File: config.mk
export PLATFORM = sky130hd
export DESIGN_NAME = vga_timing_gen
export DESIGN_NICKNAME = d
export VERILOG_FILES = /design/src/rtl/vga_timing_pkg.sv /design/src/rtl/vga_axis_counter.sv /design/src/rtl/vga_timing_gen.sv
export SDC_FILE = /design/constraint.sdc
export NUM_CORES = 1
export LEC_CHECK = 0
export CORE_AREA = 2 2 70 72
export CTS_CLUSTER_SIZE = 24
export DETAILED_ROUTE_END_ITERATION = 10
export DIE_AREA = 0 0 72 74
export GPL_TIMING_DRIVEN = 0
export PLACE_DENSITY = 0.87
export SETUP_SLACK_MARGIN = 0.2
export SLEW_MARGIN = 20
export SYNTH_ARGS = -nofsm -noshare
export SYNTH_HDL_FRONTEND = slang
export SYNTH_SLANG_ARGS = --single-unit
File: constraint.sdc
create_clock -name pclk -period 5.2 [get_ports pclk]
set_input_delay 0.52 -clock pclk [delete_from_list [all_inputs] [get_ports pclk]]
set_output_delay 0.52 -clock pclk [all_outputs]
set_load 0.03 [all_outputs]
File: src/rtl/vga_timing_pkg.sv
// Shared VGA timing constants and the per-axis timing helper used by
// vga_axis_counter and vga_timing_gen.
package vga_timing_pkg;

  // 800x600@60 (40 MHz pixel clock), the generator's default mode
  localparam int unsigned DEF_CNT_W    = 11;
  localparam int unsigned DEF_H_ACTIVE = 800;
  localparam int unsigned DEF_H_FP     = 40;
  localparam int unsigned DEF_H_SYNC   = 128;
  localparam int unsigned DEF_H_BP     = 88;
  localparam int unsigned DEF_V_ACTIVE = 600;
  localparam int unsigned DEF_V_FP     = 1;
  localparam int unsigned DEF_V_SYNC   = 4;
  localparam int unsigned DEF_V_BP     = 23;
  localparam bit          DEF_HS_POL   = 1'b1;
  localparam bit          DEF_VS_POL   = 1'b1;
  localparam int unsigned DEF_FCNT_W   = 16;

  // 640x480@60 (25.175 MHz), 800x525 total, negative syncs
  localparam int unsigned VGA640_H_ACTIVE = 640;
  localparam int unsigned VGA640_H_FP     = 16;
  localparam int unsigned VGA640_H_SYNC   = 96;
  localparam int unsigned VGA640_H_BP     = 48;
  localparam int unsigned VGA640_V_ACTIVE = 480;
  localparam int unsigned VGA640_V_FP     = 10;
  localparam int unsigned VGA640_V_SYNC   = 2;
  localparam int unsigned VGA640_V_BP     = 33;
  localparam bit          VGA640_HS_POL   = 1'b0;
  localparam bit          VGA640_VS_POL   = 1'b0;

  typedef struct packed {
    logic [31:0] total;
    logic [31:0] sync_start;
    logic [31:0] sync_end;
  } axis_timing_t;

  function automatic axis_timing_t axis_timing(input int unsigned active,
                                               input int unsigned fp,
                                               input int unsigned sync,
                                               input int unsigned bp);
    axis_timing_t t;
    t.sync_start = active + fp;
    t.sync_end   = t.sync_start + sync;
    t.total      = t.sync_end + bp;
    return t;
  endfunction

endpackage

File: src/rtl/vga_axis_counter.sv
// One timing axis: wrapping position counter plus blanking and sync levels,
// all registered and derived from the next-state count so they stay aligned.
module vga_axis_counter
  import vga_timing_pkg::*;
#(
  parameter int unsigned WIDTH  = DEF_CNT_W,
  parameter int unsigned ACTIVE = DEF_H_ACTIVE,
  parameter int unsigned FP     = DEF_H_FP,
  parameter int unsigned SYNC   = DEF_H_SYNC,
  parameter int unsigned BP     = DEF_H_BP,
  parameter bit          POL    = 1'b1
) (
  input  logic             clk,
  input  logic             rst_n,
  input  logic             advance,
  output logic [WIDTH-1:0] count,
  output logic             blnk,
  output logic             sync,
  output logic             wrap
);

  localparam axis_timing_t     TIM     = axis_timing(ACTIVE, FP, SYNC, BP);
  localparam logic [WIDTH-1:0] LAST    = WIDTH'(TIM.total - 32'd1);
  localparam logic [WIDTH-1:0] ACT     = WIDTH'(ACTIVE);
  localparam logic [WIDTH-1:0] S_START = WIDTH'(TIM.sync_start);
  localparam logic [WIDTH-1:0] S_END   = WIDTH'(TIM.sync_end);

  if (ACTIVE == 0 || FP == 0 || SYNC == 0 || BP == 0) begin : g_zero_width
    $error("vga_axis_counter: active, porch and sync widths must be non-zero");
  end
  if (((TIM.total - 32'd1) >> WIDTH) != 32'd0) begin : g_width_too_small
    $error("vga_axis_counter: WIDTH cannot hold total-1");
  end

  logic [WIDTH-1:0] count_q, count_d;
  logic             blnk_q, blnk_d;
  logic             sync_q, sync_d;

  always_comb begin
    count_d = count_q;
    if (advance) begin
      count_d = (count_q == LAST) ? '0 : count_q + 1'b1;
    end
    blnk_d = (count_d >= ACT);
    sync_d = ((count_d >= S_START) && (count_d < S_END)) ? POL : ~POL;
  end

  // Reset state matches count 0: visible, sync inactive
  always_ff @(posedge clk or negedge rst_n) begin
    if (!rst_n) begin
      count_q <= '0;
      blnk_q  <= 1'b0;
      sync_q  <= ~POL;
    end else begin
      count_q <= count_d;
      blnk_q  <= blnk_d;
      sync_q  <= sync_d;
    end
  end

  assign count = count_q;
  assign blnk  = blnk_q;
  assign sync  = sync_q;
  assign wrap  = (count_q == LAST);

endmodule

File: src/rtl/vga_timing_gen.sv
// Parametrised VGA timing generator: h/v counters, sync, blanking, data
// enable, line/frame start markers and a completed-frame counter.
module vga_timing_gen
  import vga_timing_pkg::*;
#(
  parameter int unsigned CNT_W    = DEF_CNT_W,
  parameter int unsigned H_ACTIVE = DEF_H_ACTIVE,
  parameter int unsigned H_FP     = DEF_H_FP,
  parameter int unsigned H_SYNC   = DEF_H_SYNC,
  parameter int unsigned H_BP     = DEF_H_BP,
  parameter int unsigned V_ACTIVE = DEF_V_ACTIVE,
  parameter int unsigned V_FP     = DEF_V_FP,
  parameter int unsigned V_SYNC   = DEF_V_SYNC,
  parameter int unsigned V_BP     = DEF_V_BP,
  parameter bit          HS_POL   = DEF_HS_POL,
  parameter bit          VS_POL   = DEF_VS_POL,
  parameter int unsigned FCNT_W   = DEF_FCNT_W
) (
  input  logic              pclk,
  input  logic              rst_n,
  input  logic              pix_en,
  output logic [CNT_W-1:0]  hcount,
  output logic [CNT_W-1:0]  vcount,
  output logic              hsync,
  output logic              vsync,
  output logic              hblnk,
  output logic              vblnk,
  output logic              de,
  output logic              sol,
  output logic              sof,
  output logic [FCNT_W-1:0] frame_cnt
);

  logic h_wrap, v_wrap, v_adv, frame_done;

  vga_axis_counter #(
    .WIDTH(CNT_W), .ACTIVE(H_ACTIVE), .FP(H_FP), .SYNC(H_SYNC), .BP(H_BP),
    .POL(HS_POL)
  ) u_h_axis (
    .clk(pclk), .rst_n(rst_n), .advance(pix_en),
    .count(hcount), .blnk(hblnk), .sync(hsync), .wrap(h_wrap)
  );

  assign v_adv = pix_en & h_wrap;

  vga_axis_counter #(
    .WIDTH(CNT_W), .ACTIVE(V_ACTIVE), .FP(V_FP), .SYNC(V_SYNC), .BP(V_BP),
    .POL(VS_POL)
  ) u_v_axis (
    .clk(pclk), .rst_n(rst_n), .advance(v_adv),
    .count(vcount), .blnk(vblnk), .sync(vsync), .wrap(v_wrap)
  );

  assign frame_done = v_adv & v_wrap;

  logic [FCNT_W-1:0] frame_cnt_q, frame_cnt_d;

  always_comb begin
    frame_cnt_d = frame_cnt_q;
    if (frame_done) begin
      frame_cnt_d = frame_cnt_q + 1'b1;
    end
  end

  always_ff @(posedge pclk or negedge rst_n) begin
    if (!rst_n) begin
      frame_cnt_q <= '0;
    end else begin
      frame_cnt_q <= frame_cnt_d;
    end
  end

  assign frame_cnt = frame_cnt_q;
  assign de        = ~(hblnk | vblnk);

  // Markers fire on the strobe cycle that consumes position 0, so a divided
  // clock sees exactly one pulse; rst_n gating keeps them low during reset.
  assign sol = rst_n & pix_en & (hcount == '0);
  assign sof = sol & (vcount == '0);

endmodule

==> results.txt <==
The run finished with clean final reports. The sum of overflow across all layers after global routing is 0. Ranked by total cell area, the synthesized netlist is headed by sky130_fd_sc_hd__dfrtp_1 (43%), sky130_fd_sc_hd__xnor2_1 (4.7%), sky130_fd_sc_hd__xor2_1 (4.3%), sky130_fd_sc_hd__nand2_1 (3.4%), sky130_fd_sc_hd__nand3_1 (3.1%). The area of the core is 4598 µm². The critical path goes through or2_1 > nor4_1 > and3_1 > and4_1 > clkdlybuf4s50_1. In this run the clock root is driven by a sky130_fd_sc_hd__clkbuf_8. After synthesis, the share of flip-flops with an asynchronous set or reset is 100.0%. The type of the most critical hold path is in -> async. The maximum buffer depth of the clock tree is 2. The number of synthesized flops with an enable pin came out at 0. The max-capacitance violation count is 0.

The length of routed wiring on met1 came out at 2260 µm. The overall die width came out at 72 µm. The worst hold slack after final layout is 0.1605 ns.

Timing would allow up to 327.5 MHz. sky130_fd_sc_hd__dfrtp_1 takes more of the synthesized area than any other cell. The worst setup path startpoint is u_h_axis.count[5].

In the final design database the tool counted 308 nets. The amount of wire on met3 after detailed routing is 255 µm. The number of buffers added on ports came out at 46.

The number of warnings printed during yosys synthesis came out at 0. The number of global-route vias before repair came to 1906. The cell count after synthesis came out at 246. The initial antenna violation count is 0.

The first global-routing pass estimated 8935 µm of wire. The number of iterations in the first detailed-routing pass is 4. The register clock-pin slew on the reported worst setup and hold paths came out at 0.08 ns. In the layout the commonest cells are sky130_fd_sc_hd__clkdlybuf4s50_1 (45), sky130_fd_sc_hd__dfrtp_1 (42), sky130_fd_sc_hd__nand2_1 (22), sky130_fd_sc_hd__nor2_1 (17). STA classifies the critical path startpoint as a register.

For this design the ratio of total power to cell area is 275.0 nW/µm². The minimum clock period after layout came out at 3.054 ns. The actual transition at the worst max-transition pin came out at 0.5335 ns. The count of vias placed by the detailed router is 2021.

The number of setup violations in the final report is 0. The insertion delay to the later sink of the worst-skew pair is 0.29 ns. STA classifies the critical path endpoint as a primary output. The number of diodes is 0. The number of hold buffers added after CTS was 0. The leakage power is 0.001453 µW. The worst register-to-register path begins at u_v_axis.count[0]. Setup repair after global routing left no endpoint under its margin. The critical path is of the reg -> out type. In the routed layout, each cell is associated on average with a via count of 5.693. The CTS buffer count came out at 5. The violation count after the first detailed-routing iteration is 138.

The data arrival time of the worst path came out at 2.53 ns. The endpoint required time on the critical path came out at 4.68 ns. On the critical path, the stage with the largest delay is an instance of sky130_fd_sc_hd__clkdlybuf4s50_1. The largest vdd supply drop is 305.7 µV.

Of the cells placed in the final design, the portion with a size suffix greater than 1 is 10.30%. The number of gates resized after cts came out at 0. The number of standard-cell rows in the floorplan came out at 25. The sequential-to-total area share from yosys stat came out at 43.37%. The final estimated routing congestion in global placement is 0.8708. The count of final hold-check violations is 0. On the worst path, the slowest cell contributes a delay of 0.68 ns. The synthesized design devotes to its leading area cell type 43.37% of total area. The number of different library cells in the post-synthesis netlist is 54. The total half-perimeter wirelength after legalization and detailed placement is 3914 µm. Counting flops and latches in the post-synthesis netlist gives 42.

Synthesis produced a netlist with a net count of 254. Buffers added to address setup during post-CTS repair amount to 0. Each instance of the synthesized netlist takes up on average 9.852 µm². The most used flip-flop cell after synthesis is sky130_fd_sc_hd__dfrtp_1.

The height of the chip is 74 µm. For this design, the sink count on the clock tree is 42. TritonCTS built the clock tree. The uppermost metal layer occupied by signal nets is met4.

The cell area that synthesis handed to floorplanning was 2424 µm². The worst clock skew came out at 0.008795 ns. The effective utilization at floorplan is 52.71%. The die covers 5328 µm². The library cell used most frequently in the layout, excluding fill and tap cells, is sky130_fd_sc_hd__clkdlybuf4s50_1. The final clock period utilization by the worst path is 58.73%. The pin count of the biggest net entering global routing is 26. For this run, design rule violations remaining after detail routing come to 0. The average detailed-routed wire length per instance came out at 15.21 µm. The final number of max-transition violations came out at 0. The sum of negative setup slack came out at 0 ns. Global routing used 21.34% of the available tracks across all layers. 48 I/O pins were placed.

The total wire length is 5401 µm. The H-tree was split into 2 levels. The signed area change from the synthesized netlist to the final layout is 28.29%. Of all nets on the critical path, the largest fanout is 8. The met2 wire length came out at 2844 µm. The worst slew margin relative to its limit is 64.16%. The final antenna-violating net count came out at 0.
-- power breakdown --
group	switching [µW]	leakage (µW)	internal, µW
Combinational	98.0	0.000830	65.4
Sequential	26.1	0.000551	345
Clock	116	0.0000714	205
-- path summary, 6_finish.rpt --
| kind | to | slack [ns] | cells after the start |
|---|---|---|---|
| worst max-delay path | sof | 2.15 | 5 |
| worst min-delay path | u_h_axis.blnk | 0.16 | 1 |
| worst max register to register | u_v_axis.sync | 2.60 | 8 |
| worst min register to register | frame_cnt[15] | 0.47 | 1 |
| max in group asynchronous | u_h_axis.count[1] | 4.55 | 2 |
| min in group pclk | frame_cnt[15] | 0.47 | 1 |
-- cell families (layout without fill, tap and decap cells) --
| logic type | after synthesis | in the layout | share of synthesized area [%] |
|---|---|---|---|
| simple gates | 109 | 109 | 28.60 |
| flops | 42 | 42 | 43.37 |
| compound gates | 38 | 38 | 10.07 |
| xor+xnor | 26 | 26 | 9.706 |
| buf+inv | 25 | 80 | 5.214 |
| fa+ha+maj | 5 | 5 | 2.581 |
| mux | 1 | 1 | 0.4646 |
-- state kept, by name, indices dropped and copies added (netlist names) --
signal and cells:
u_h_axis.sync 1, u_v_axis.count 11, u_h_axis.blnk 1, frame_cnt 16, u_h_axis.count 11, u_v_axis.blnk 1, u_v_axis.sync 1
-- metal layers --
layer	vias to the layer above	track usage (%)
li1	976	-
met1	973	27.07
met2	66	36.83
met3	6	4.743
met4	0	6.499
met5	-	0
-- critical path, delay by kind of cell (launching register included) --
| family | cells | cell delay [ns] |
|---|---|---|
| flops | 1 | 0.44 |
| simple gates | 4 | 1.12 |
| buf+inv | 1 | 0.68 |
-- synth_stat cells (2+ instances only) --
library cell               instances
sky130_fd_sc_hd__dfrtp_1          42
sky130_fd_sc_hd__nand2_1          22
sky130_fd_sc_hd__nor2_1           17
sky130_fd_sc_hd__nand3_1          15
sky130_fd_sc_hd__o21ai_0          15
sky130_fd_sc_hd__inv_1            14
sky130_fd_sc_hd__xnor2_1          13
sky130_fd_sc_hd__xor2_1           12
sky130_fd_sc_hd__and3_1            7
sky130_fd_sc_hd__nand4_1           6
sky130_fd_sc_hd__a21oi_1           5
sky130_fd_sc_hd__ha_1              5
sky130_fd_sc_hd__nor3_1            5
sky130_fd_sc_hd__o31ai_1           4
sky130_fd_sc_hd__a31oi_1           3
sky130_fd_sc_hd__and2_1            3
sky130_fd_sc_hd__and4_1            3
sky130_fd_sc_hd__buf_6             3
sky130_fd_sc_hd__clkbuf_2          3
sky130_fd_sc_hd__nand3b_1          3
sky130_fd_sc_hd__nor2b_1           3
sky130_fd_sc_hd__nor3b_1           3
sky130_fd_sc_hd__nor4_4            3
sky130_fd_sc_hd__buf_2             2
sky130_fd_sc_hd__clkbuf_1          2
sky130_fd_sc_hd__nand2b_1          2
sky130_fd_sc_hd__nor4_1            2
sky130_fd_sc_hd__nor4b_1           2
sky130_fd_sc_hd__o21a_1            2
-- stage by stage --
stage | power (µW) | setup slack (ns) | area, µm² | instances | util (%)
2_1_floorplan | 473.5 | 2.675 | 2424 | 246 | -
3_3_place_gp | 536.3 | 0.9511 | 2952 | 346 | 64.19
3_5_place_dp | 540.2 | 2.228 | 2967 | 347 | 64.52
4_1_cts | 860.2 | 2.147 | 3109 | 355 | 67.62
5_1_grt | 892.4 | 1.989 | 3109 | 355 | 67.62
6_report | 855.0 | 2.146 | 3109 | 355 | 67.62
-- area by class of cell --
| type | instances | area [µm²] |
|---|---|---|
| buffer | 11 | 73.82 |
| clock buffer | 6 | 82.58 |
| clock inverter | 2 | 60.06 |
| fill | 369 | 1489 |
| inverter | 14 | 52.55 |
| multi-input combinational | 179 | 1246 |
| sequential | 42 | 1051 |
| tap | 54 | 67.56 |
| timing repair buffer | 47 | 475.5 |
Power figures use the tool's default switching activity.
